[src/rtl/frame_accumulator_pkg.sv]
// Shared definitions for the frame accumulator and the downstream rounder:
// default operand width and the two-state FSM encoding.
package frame_accumulator_pkg;

    localparam int DEFAULT_WIDTH = 16;

    localparam logic [0:0] ST_ACCUM = 1'b0;
    localparam logic [0:0] ST_EMIT  = 1'b1;

endpackage

[src/rtl/sat_clip.sv]
// Unsigned clamp from IN_W to OUT_W bits; flags when the input did not fit.
// Reused later at the rounder output.
module sat_clip #(
    parameter int IN_W  = 18,
    parameter int OUT_W = 16
) (
    input  logic [IN_W-1:0]  val_i,
    output logic [OUT_W-1:0] data_o,
    output logic             sat_o
);

    generate
        if (IN_W > OUT_W) begin : g_clip
            assign sat_o  = |val_i[IN_W-1:OUT_W];
            assign data_o = sat_o ? '1 : val_i[OUT_W-1:0];
        end else begin : g_pass
            // Input already fits: no saturation is ever possible.
            assign sat_o  = 1'b0;
            assign data_o = OUT_W'(val_i);
        end
    endgenerate

endmodule

[src/rtl/frame_accumulator.sv]
// Sums frames of COUNT unsigned samples and emits one saturated WIDTH-bit sum
// per frame over a valid/ready handshake; feeds the rounder's operand A.
module frame_accumulator
    import frame_accumulator_pkg::*;
#(
    parameter int WIDTH = DEFAULT_WIDTH,
    parameter int COUNT = 4
) (
    input  logic             Clk,
    input  logic             Rst,
    input  logic             In_valid,
    output logic             In_ready,
    input  logic [WIDTH-1:0] In_data,
    output logic             Out_valid,
    input  logic             Out_ready,
    output logic [WIDTH-1:0] Out_data,
    output logic             Out_sat
);

    localparam int CNTW = (COUNT > 1) ? $clog2(COUNT) : 1;
    localparam int ACCW = WIDTH + $clog2(COUNT);

    logic [0:0]       state_q, state_d;
    logic [CNTW-1:0]  cnt_q, cnt_d;
    logic [ACCW-1:0]  acc_q, acc_d;
    logic [WIDTH-1:0] data_q, data_d;
    logic             sat_q, sat_d;

    logic [ACCW-1:0]  acc_next;
    logic [WIDTH-1:0] clip_data;
    logic             clip_sat;
    logic             last;

    assign In_ready  = (state_q == ST_ACCUM);
    assign Out_valid = (state_q == ST_EMIT);
    assign Out_data  = data_q;
    assign Out_sat   = sat_q;

    // First sample of a frame overwrites the accumulator instead of adding.
    assign acc_next = (cnt_q == '0) ? ACCW'(In_data) : acc_q + ACCW'(In_data);
    assign last     = (cnt_q == CNTW'(COUNT - 1));

    sat_clip #(
        .IN_W  (ACCW),
        .OUT_W (WIDTH)
    ) u_sat_clip (
        .val_i  (acc_next),
        .data_o (clip_data),
        .sat_o  (clip_sat)
    );

    always_comb begin
        state_d = state_q;
        cnt_d   = cnt_q;
        acc_d   = acc_q;
        data_d  = data_q;
        sat_d   = sat_q;
        if (state_q == ST_ACCUM) begin
            if (In_valid) begin
                acc_d = acc_next;
                if (last) begin
                    state_d = ST_EMIT;
                    cnt_d   = '0;
                    data_d  = clip_data;
                    sat_d   = clip_sat;
                end else begin
                    cnt_d = cnt_q + CNTW'(1);
                end
            end
        end else begin
            // Output registers hold their value across the handshake.
            if (Out_ready) begin
                state_d = ST_ACCUM;
            end
        end
    end

    always_ff @(posedge Clk) begin
        if (Rst) begin
            state_q <= ST_ACCUM;
            cnt_q   <= '0;
            acc_q   <= '0;
            data_q  <= '0;
            sat_q   <= 1'b0;
        end else begin
            state_q <= state_d;
            cnt_q   <= cnt_d;
            acc_q   <= acc_d;
            data_q  <= data_d;
            sat_q   <= sat_d;
        end
    end

endmodule

[config.mk]
export PLATFORM = sky130hd
export DESIGN_NAME = frame_accumulator
export DESIGN_NICKNAME = d
export VERILOG_FILES = /design/src/rtl/frame_accumulator_pkg.sv /design/src/rtl/sat_clip.sv /design/src/rtl/frame_accumulator.sv
export SDC_FILE = /design/constraint.sdc
export NUM_CORES = 1
export LEC_CHECK = 0
export CELL_PAD_IN_SITES_DETAIL_PLACEMENT = 0
export CELL_PAD_IN_SITES_GLOBAL_PLACEMENT = 2
export CORE_MARGIN = 3
export CORE_UTILIZATION = 32
export CTS_BUF_LIST = sky130_fd_sc_hd__clkbuf_8 sky130_fd_sc_hd__clkbuf_16
export CTS_CLUSTER_SIZE = 14
export DETAILED_ROUTE_END_ITERATION = 10
export PLACE_DENSITY = 0.89
export SLEW_MARGIN = 20
export SYNTH_ARGS = -nofsm -noshare
export SYNTH_HDL_FRONTEND = slang
export SYNTH_HIERARCHICAL = 1
export SYNTH_SLANG_ARGS = --single-unit
[constraint.sdc]
create_clock -name Clk -period 4.1 [get_ports Clk]
set_input_delay 0.82 -clock Clk [delete_from_list [all_inputs] [get_ports Clk]]
set_output_delay 0.82 -clock Clk [all_outputs]
set_load 0.01 [all_outputs]
# Word-level counts from Yosys, hierarchy flattened
# Cells that the tools add are included.
# word_totals
ff_bits	38
latch_bits	0
ram_bits	0
mem_bits_ro	0
input_bits	20
wordCells	20
n_memories	0
# classes
addsub	2
n_mul	0
div_mod_pow	0
order_cmp	0
n_eq_ne	1
n_shift	0
muxes	7
bitwise_logic	1
reduce_logical	4
# op_table
op	n
$add A18 B16 Y18	1
$mux W18	1
$mux W16	1
$mux W1	4
$reduce_and A3 Y1	1
$add A2 B1 Y2 const B	1
$eq A2 B2 Y1 const B	1
$logic_not A2 Y1	1
$mux W2	1
$reduce_and A2 Y1	1
$reduce_or A2 Y1	1
$not A1 Y1	1

# Logic depth before layout (Yosys ltp)
# depth
ltp_word	4
mapped_depth	12

# Cells and area by module
# Netlist, hierarchy kept.
# by_module_without_submodules
mod	n_inst	cells_per_inst	area_each_um2	seq_area_each_um2
frame_accumulator	1	343	2631.3	760.7
sat_clip	1	19	127.6	0.0

# Worst setup path after synthesis
# No wires, ideal clock.
# synth_timing
kind	input to register
startpoint	in In_data[0]
endpoint	reg data_q[5], in the netlist Out_data[5]
t_arrival_ns	3.344
required_ns	4.030
setup_slack_ns	0.686
cell_stages	12
n_path_buf	1
path_cell_list	ha_1 -> fa_1 -> a211oi_1 -> nor2_1 -> o21a_1 -> nand4b_4 -> and3_1 -> nor3_1 -> buf_2 -> or3_1 -> nand2_1 -> a21oi_1
# synth_between
elab_chain_cells	4
# synth_lines
item	line_no	text
start, declared	frame_accumulator.sv:13	input logic [WIDTH-1:0] In_data,
$add A18 B16 Y18	frame_accumulator.sv:40	assign acc_next = (cnt_q == '0) ? ACCW'(In_data) : acc_q + ACCW'(In_data);
$mux W18	frame_accumulator.sv:40	
via acc_next[16]	frame_accumulator.sv:29	logic [ACCW-1:0] acc_next;
$reduce_or A2 Y1	sat_clip.sv:14	assign sat_o = |val_i[IN_W-1:OUT_W];
$mux W16	sat_clip.sv:15	assign data_o = sat_o ? '1 : val_i[OUT_W-1:0];
via clip_data[5]	frame_accumulator.sv:30	logic [WIDTH-1:0] clip_data;
end signal, assigned	frame_accumulator.sv:89	data_q <= data_d;
end, declared	frame_accumulator.sv:26	logic [WIDTH-1:0] data_q, data_d;
# The timed path passes the listed nets, and every way through them passes these cells.
# A chain may end at the register's enable or synchronous reset.

# Final worst setup path
# layout_timing
startpoint	in In_data[0]
endpoint	reg data_q[14], in the netlist Out_data[14]
# The elaborated chain is that of the path after synthesis.

==> flow_summary.toml <==
[run_status]
status = "completed"

[placement]
place_congestion = 0.821
port_buffers = 38
dp_hpwl_um = 5370
dpl_cell_area_um2 = 3240

[synth]
ys_types = 55
ys_ff_latch = 38
synth_simple_gate_area_share_pct = 27.8
synth_adder_area_share_pct = 8.89
synth-warning-count = 6
synth.area.mux_share_pct = 2.13
synth_nets = 401
synth-xor-area-share_pct = 2.54
synthesis.area_um2 = 2760
async_flop_share_pct = 0
synth_top_family_by_area = "simple AND/OR/NAND/NOR gates"
synth_seq_area_share_pct = 27.6
synth_edf_count = 0
synth-compound-area-share_pct = 26.3
synth-main-ff-cell = "dfxtp_1"
post_synth.cell_area_avg_um2 = 7.62
netlist_instances = 362

[sta]
worst_pin_slew_ns = 0.911
drv_slew = 0
rsz0062_at_grt = "false"
fin_skew_ns = 0.00895
finalSetupViolCount = 0
hold_violations = 0
fin_setup_tns_ns = 0
period_share_pct = 87.1
fin_crit_ns = 3.57
fin_hold_ws_ns = 0.457
timing.slew.headroom_pct = 39.1
fmax_mhz = 280

[layout]
drive_above_1_share_pct = 9.09
antenna_cells = 0
stdcell_area_um2 = 3390
fin_util_pct = 40.8
areaGrowthSynthToFinish_pct = 22.7
final_nets = 434

[floorplanning]
pin_count = 39
die_area_um2 = 9770
rows = 33
start_util_pct = 33.2
dieHeight_um = 98.9
core_area_um2 = 8300
die_w_um = 98.9

[worst_setup_path]
crit_required_ns = 4.28
end_kind = "flop"
crit_path_start = "In_data[0]"
worstPathArrival_ns = 3.75
worstPathMaxFanout = 17
rr_startpoint = "acc_q[0]"
startpoint_type = "input pin"
critical_path_class = "input pin to flop"

[clock_tree]
cts_buffers = 5
cts_sinks = 38
clkTransAtPathRegs_ns = 0.07
cts_htree_levels = 2
cts_setup_buffers = 0
cts-root-buf = "clkbuf_8"
cts_tree = "yes"
ctsHoldBuffers = 0
cts_buffer_depth = 2
cts_resized = 0
clk_latency_ns = 0.30

[global_route]
grt_start_max_net_pins = 47
antenna_found_initial = 0
grt_pass1_wl_um = 11900
grtUsageTotal_pct = 15.0
grt_pass1_vias = 2434
overflow = 0

[pwr]
leakage_nw = 1.33
peakVddDrop_v = 0.000145
power_density_nw_per_um2 = 343

[drt]
vias_per_cell = 5.19
drt-wirelength-per-cell_um = 14.4
ant_nets = 0
route.detailed.drc = 0
drtIter0Drc = 113
dr.pass1.iters = 4
via_count = 2599
totalWireLength_um = 7210

[worst_hold_path]
min_from = "Out_data[12]"
hold_class = "flop to flop"

[job]
drv_cap = 0
-- synth_stat cells, drive strengths merged (3+ instances only) --
master | instances | area (um2)
a211oi | 6 | 57.6
a21o | 8 | 60.1
a21oi | 38 | 198
a31oi | 3 | 18.8
and2 | 3 | 18.8
buf | 7 | 46.3
clkbuf | 15 | 56.3
dfxtp | 38 | 761
ha | 18 | 225
inv | 8 | 30.0
mux2 | 4 | 48.8
nand2 | 64 | 240
nand2b | 4 | 25.0
nand3 | 4 | 20.0
nand3b | 3 | 22.5
nor2 | 30 | 113
nor2b | 5 | 31.3
nor3 | 15 | 80.1
nor3b | 3 | 22.5
nor4 | 3 | 25.0
o211ai | 8 | 60.1
o21a | 7 | 52.6
o21ai | 17 | 88.8
o21bai | 3 | 22.5
o31ai | 4 | 30.0
or3 | 17 | 111
xnor2 | 5 | 43.8
xor2 | 3 | 26.3
-- state kept, by name, indices dropped and copies added, names as in the netlist --
| name | count |
|---|---|
| Out_valid | 1 |
| Out_data | 16 |
| cnt_q | 2 |
| acc_q | 18 |
| Out_sat | 1 |
-- cell families after synthesis --
kind of cell,Yosys count
buf+inv,30
mux,5
xor+xnor,8
flops,38
simple gates,157
fa+ha+maj,19
compound gates,105
-- final cells by class --
cell class | count | area, um2
Clock inverter | 2 | 60.1
Clock buffer | 6 | 82.6
Inverter | 8 | 30.0
Sequential cell | 38 | 761
Timing Repair Buffer | 48 | 455
Tap cell | 105 | 131
Fill cell | 847 | 4910
Multi-Input combinational cell | 294 | 1870
-- metrics by stage --
stage,total power [mW],worst slack [ns],instances
floorplan,0.671,0.686,362
global placement,0.764,0.256,493
detailed placement,0.765,0.228,493
CTS,1.18,0.542,501
global route,1.23,0.347,501
finish,1.16,0.530,501
-- critical path, stage by stage --
cell and delay [ns]:
clkdlybuf4s50_1 0.42, ha_1 0.23, fa_1 0.43, a211oi_1 0.32, nor2_1 0.11, o21a_1 0.24, nand4b_4 0.20, a21oi_1 0.15
nor3_1 0.05, buf_4 0.20, or3_2 0.45, nand2_1 0.07, a21oi_1 0.07
-- report_power, final --
part	leakage, nW	internal, mW	switching [mW]
logic	0.949	0.157	0.202
clock network	0.0714	0.260	0.146
registers	0.310	0.387	0.0103
-- cells in the final DEF, fill, tap and decap left out, types with 4 or more instances in the layout --
cell | netlist | routed
nand2b_1 | 4 | 4
o31ai_1 | 4 | 4
nor3_1 | 14 | 14
dfxtp_1 | 38 | 38
or3_2 | 4 | 4
nor2_1 | 30 | 30
clkbuf_8 | 0 | 6
or3_1 | 13 | 13
o211ai_1 | 8 | 8
nand2_1 | 64 | 64
ha_1 | 18 | 18
o21ai_1 | 9 | 9
a21oi_1 | 36 | 36
clkdlybuf4s50_1 | 0 | 38
buf_4 | 0 | 10
o21a_1 | 7 | 7
nor2b_1 | 5 | 5
nand3_1 | 4 | 4
inv_1 | 8 | 8
o21ai_0 | 7 | 7
a21o_1 | 8 | 8
xnor2_1 | 5 | 5
a211oi_1 | 5 | 5
-- metal layers --
layer	up-vias	GRT usage (%)	wire, um
met5	-	0	0
met4	0	3.78	59
met3	7	2.69	299
met2	44	25.6	3460
met1	1193	19.5	3400
li1	1355	-	-
-- worst paths after layout --
kind	endpoint	slack [ns]	cells past startpoint
setup reg to reg	Out_data[14]	1.19	12
hold reg to reg	Out_data[12]	0.46	2
setup / recovery	Out_data[14]	0.53	13
hold / removal	Out_data[12]	0.46	2
No activity file was read; power rests on OpenSTA's default activity.
==> patch (same flow settings) <==
Change the parameter `COUNT` from 4 to 8.
--- a/src/rtl/frame_accumulator.sv
+++ b/src/rtl/frame_accumulator.sv
@@ -4,7 +4,7 @@
     import frame_accumulator_pkg::*;
 #(
     parameter int WIDTH = DEFAULT_WIDTH,
-    parameter int COUNT = 4
+    parameter int COUNT = 8
 ) (
     input  logic             Clk,
     input  logic             Rst,
Function: changed (a bounded check fails within 10 cycles, from zero or initial values and one cycle with Rst high).
==> patch against the original RTL <==
Area after synthesis is 3.2% higher; sequential cell count is 2 higher; largest cell class unchanged; die area is 3.0% higher; power is 5.8% lower; setup slack worse by 0.092 ns; cell area is 2.3% higher; largest power group is now registers; synthesized cell count is 5.2% higher; wire length is 10% higher.
==> patch: results (changes against the original RTL) <==
----------------------------------------------------
[Synth]
  Cell types occupying the most area after synthesis ... sky130_fd_sc_hd__dfxtp_1 28%, sky130_fd_sc_hd__nand2_1 9.2%, sky130_fd_sc_hd__ha_1 8.3%, sky130_fd_sc_hd__a21oi_1 7.6%, sky130_fd_sc_hd__nor2_1 4.6%
  Total nets after synthesis ... 421 (+5.0%)
  Count of different cell masters after synthesis ... 57 (+3.6%)
  Synth top cells by count ... 70 x sky130_fd_sc_hd__nand2_1, 43 x sky130_fd_sc_hd__a21oi_1, 40 x sky130_fd_sc_hd__dfxtp_1, 35 x sky130_fd_sc_hd__nor2_1, 19 x sky130_fd_sc_hd__ha_1
  Sequential fraction of the synthesis area ... 28.12% (+0.55 points)

[Min path]
  Hold Crit Start ... Out_data[6]$_SDFFE_PP0P_
  Capture endpoint of the worst hold path ... Out_data[6]$_SDFFE_PP0P_
  Type of the tightest min-delay check ... reg2reg

[Clocking]
  Post-CTS Setup Inserts ... 0 (unchanged)
  Maximum root-to-sink buffer count ... 2 (unchanged)

[Critical path]
  Worst setup path startpoint ... In_data[0]
  Arrival time at the worst endpoint ... 3.83 ns (+0.08 ns)
  Slowest-stage cell, CP ... sky130_fd_sc_hd__clkdlybuf4s50_1
  Max FO, Critical Path ... 17 (unchanged)
  Reg2Reg Setup Slack ... 1.11 ns (-0.08 ns)
  Worst path max stage delay ... 0.48 ns (+0.03 ns)
  R2r worst-path depth ... 14 (+2)

[STA]
  Max-slew headroom ... 38.97% (-0.16 points)
  Clock Skews ... 0.01013 ns (+0.001178 ns)

[Global routing]
  Combined global-route utilization of all metal layers ... 16.62% (+1.6 points)
  Number of global-route vias before repair ... 2748 (+13%)
  Maximum number of pins on one net before global-route repair ... 32 (-32%)
  Global-route wire length before repair ... 13430 µm (+13%)

[Detailed routing]
  Routed wire length per instance ... 15.16 µm (+5.4%)
  Via count of the routed design ... 2819 (+8.5%)
  Number of violations reported at the end of detailed-routing iteration 0 ... 133 (+18%)

[Pwr]
  Net switching power ... 0.0003595 W (+0.57%)
  Worst vdd rail ir drop ... 0.0001379 V (-4.6%)
  Static power due to leakage ... 1.381 nW (+3.7%)

[Placement]
  Global placement routability congestion ... 0.8342 (+1.6%)
  Final HPWL DP ... 6053 µm (+13%)
  IO buf count ... 38 (unchanged)

[Final layout]
  Fraction of layout cells with a size suffix above 1 ... 7.876% (-1.2 points)
  Nets@finish ... 458 (+5.5%)
  Register with the highest flop count ... acc_q
  Largest register FFs ... 19 (+1)

[Status]
  Status ... finished clean

----------------------------------------------------
patch: per-layer routing:
metal / track usage (%) / up-vias / share of wire (%)
met4: 4.352 / 0 / 1.3
li1: - / 1451 / -
met1: 22.31 / 1307 / 48
met3: 2.710 / 11 / 4.1
met5: 0 / - / 0
met2: 27.68 / 50 / 47
patch: logic make-up (layout without fill, tap and decap cells):
logic type | Yosys count | after routing | synth area share, %
AND/OR/NAND/NOR | 167 | 167 | 28.25
AO/OA/AOI/OAI | 111 | 111 | 25.70
flip-flops | 40 | 40 | 28.12
buffers and inverters | 30 | 68 | 4.613
adder cells (fa/ha/maj) | 20 | 20 | 9.051
XOR/XNOR | 9 | 9 | 2.768
multiplexers | 4 | 4 | 1.494
patch: area by class of cell:
class	count	area (µm²)
fillers	901	4960
multi-input cells	311	1916
flip-flops and latches	40	800.8
repair buffers	50	470.5
well taps	105	131.4
clock buffers	5	68.82
clock inverters	3	38.79
inverters	10	37.54
patch: stage by stage:
stage	instances	setup slack [ns]	cell area, µm²	utilization [%]	hold WS, ns
floorplan	381	0.8499	2848	-	0.4530
finish	524	0.4379	3463	41.12	0.4553
CTS	524	0.4215	3463	41.12	0.4598
global route	524	0.1583	3463	41.12	0.4777
global placement	516	0.1812	3356	39.84	0.4470
detailed placement	516	0.1163	3356	39.84	0.4482
patch: power by group through the flow:
stage                     clock network (W)  registers [W]  logic (W)
after floorplan                           0       0.000421   0.000253
after global placement                    0       0.000423   0.000354
after detailed placement                  0       0.000424   0.000354
after CTS                          0.000338       0.000415   0.000356
after global routing               0.000356       0.000417   0.000398
final                              0.000326       0.000415   0.000353
patch: worst max-delay path, delay by kind of cell:
kind	cells	cell delay (ns)
AOI/OAI and AO/OA	6	0.85
and+or+nand+nor	3	0.67
buffers and inverters	4	0.91
adders and majority gates	2	0.58
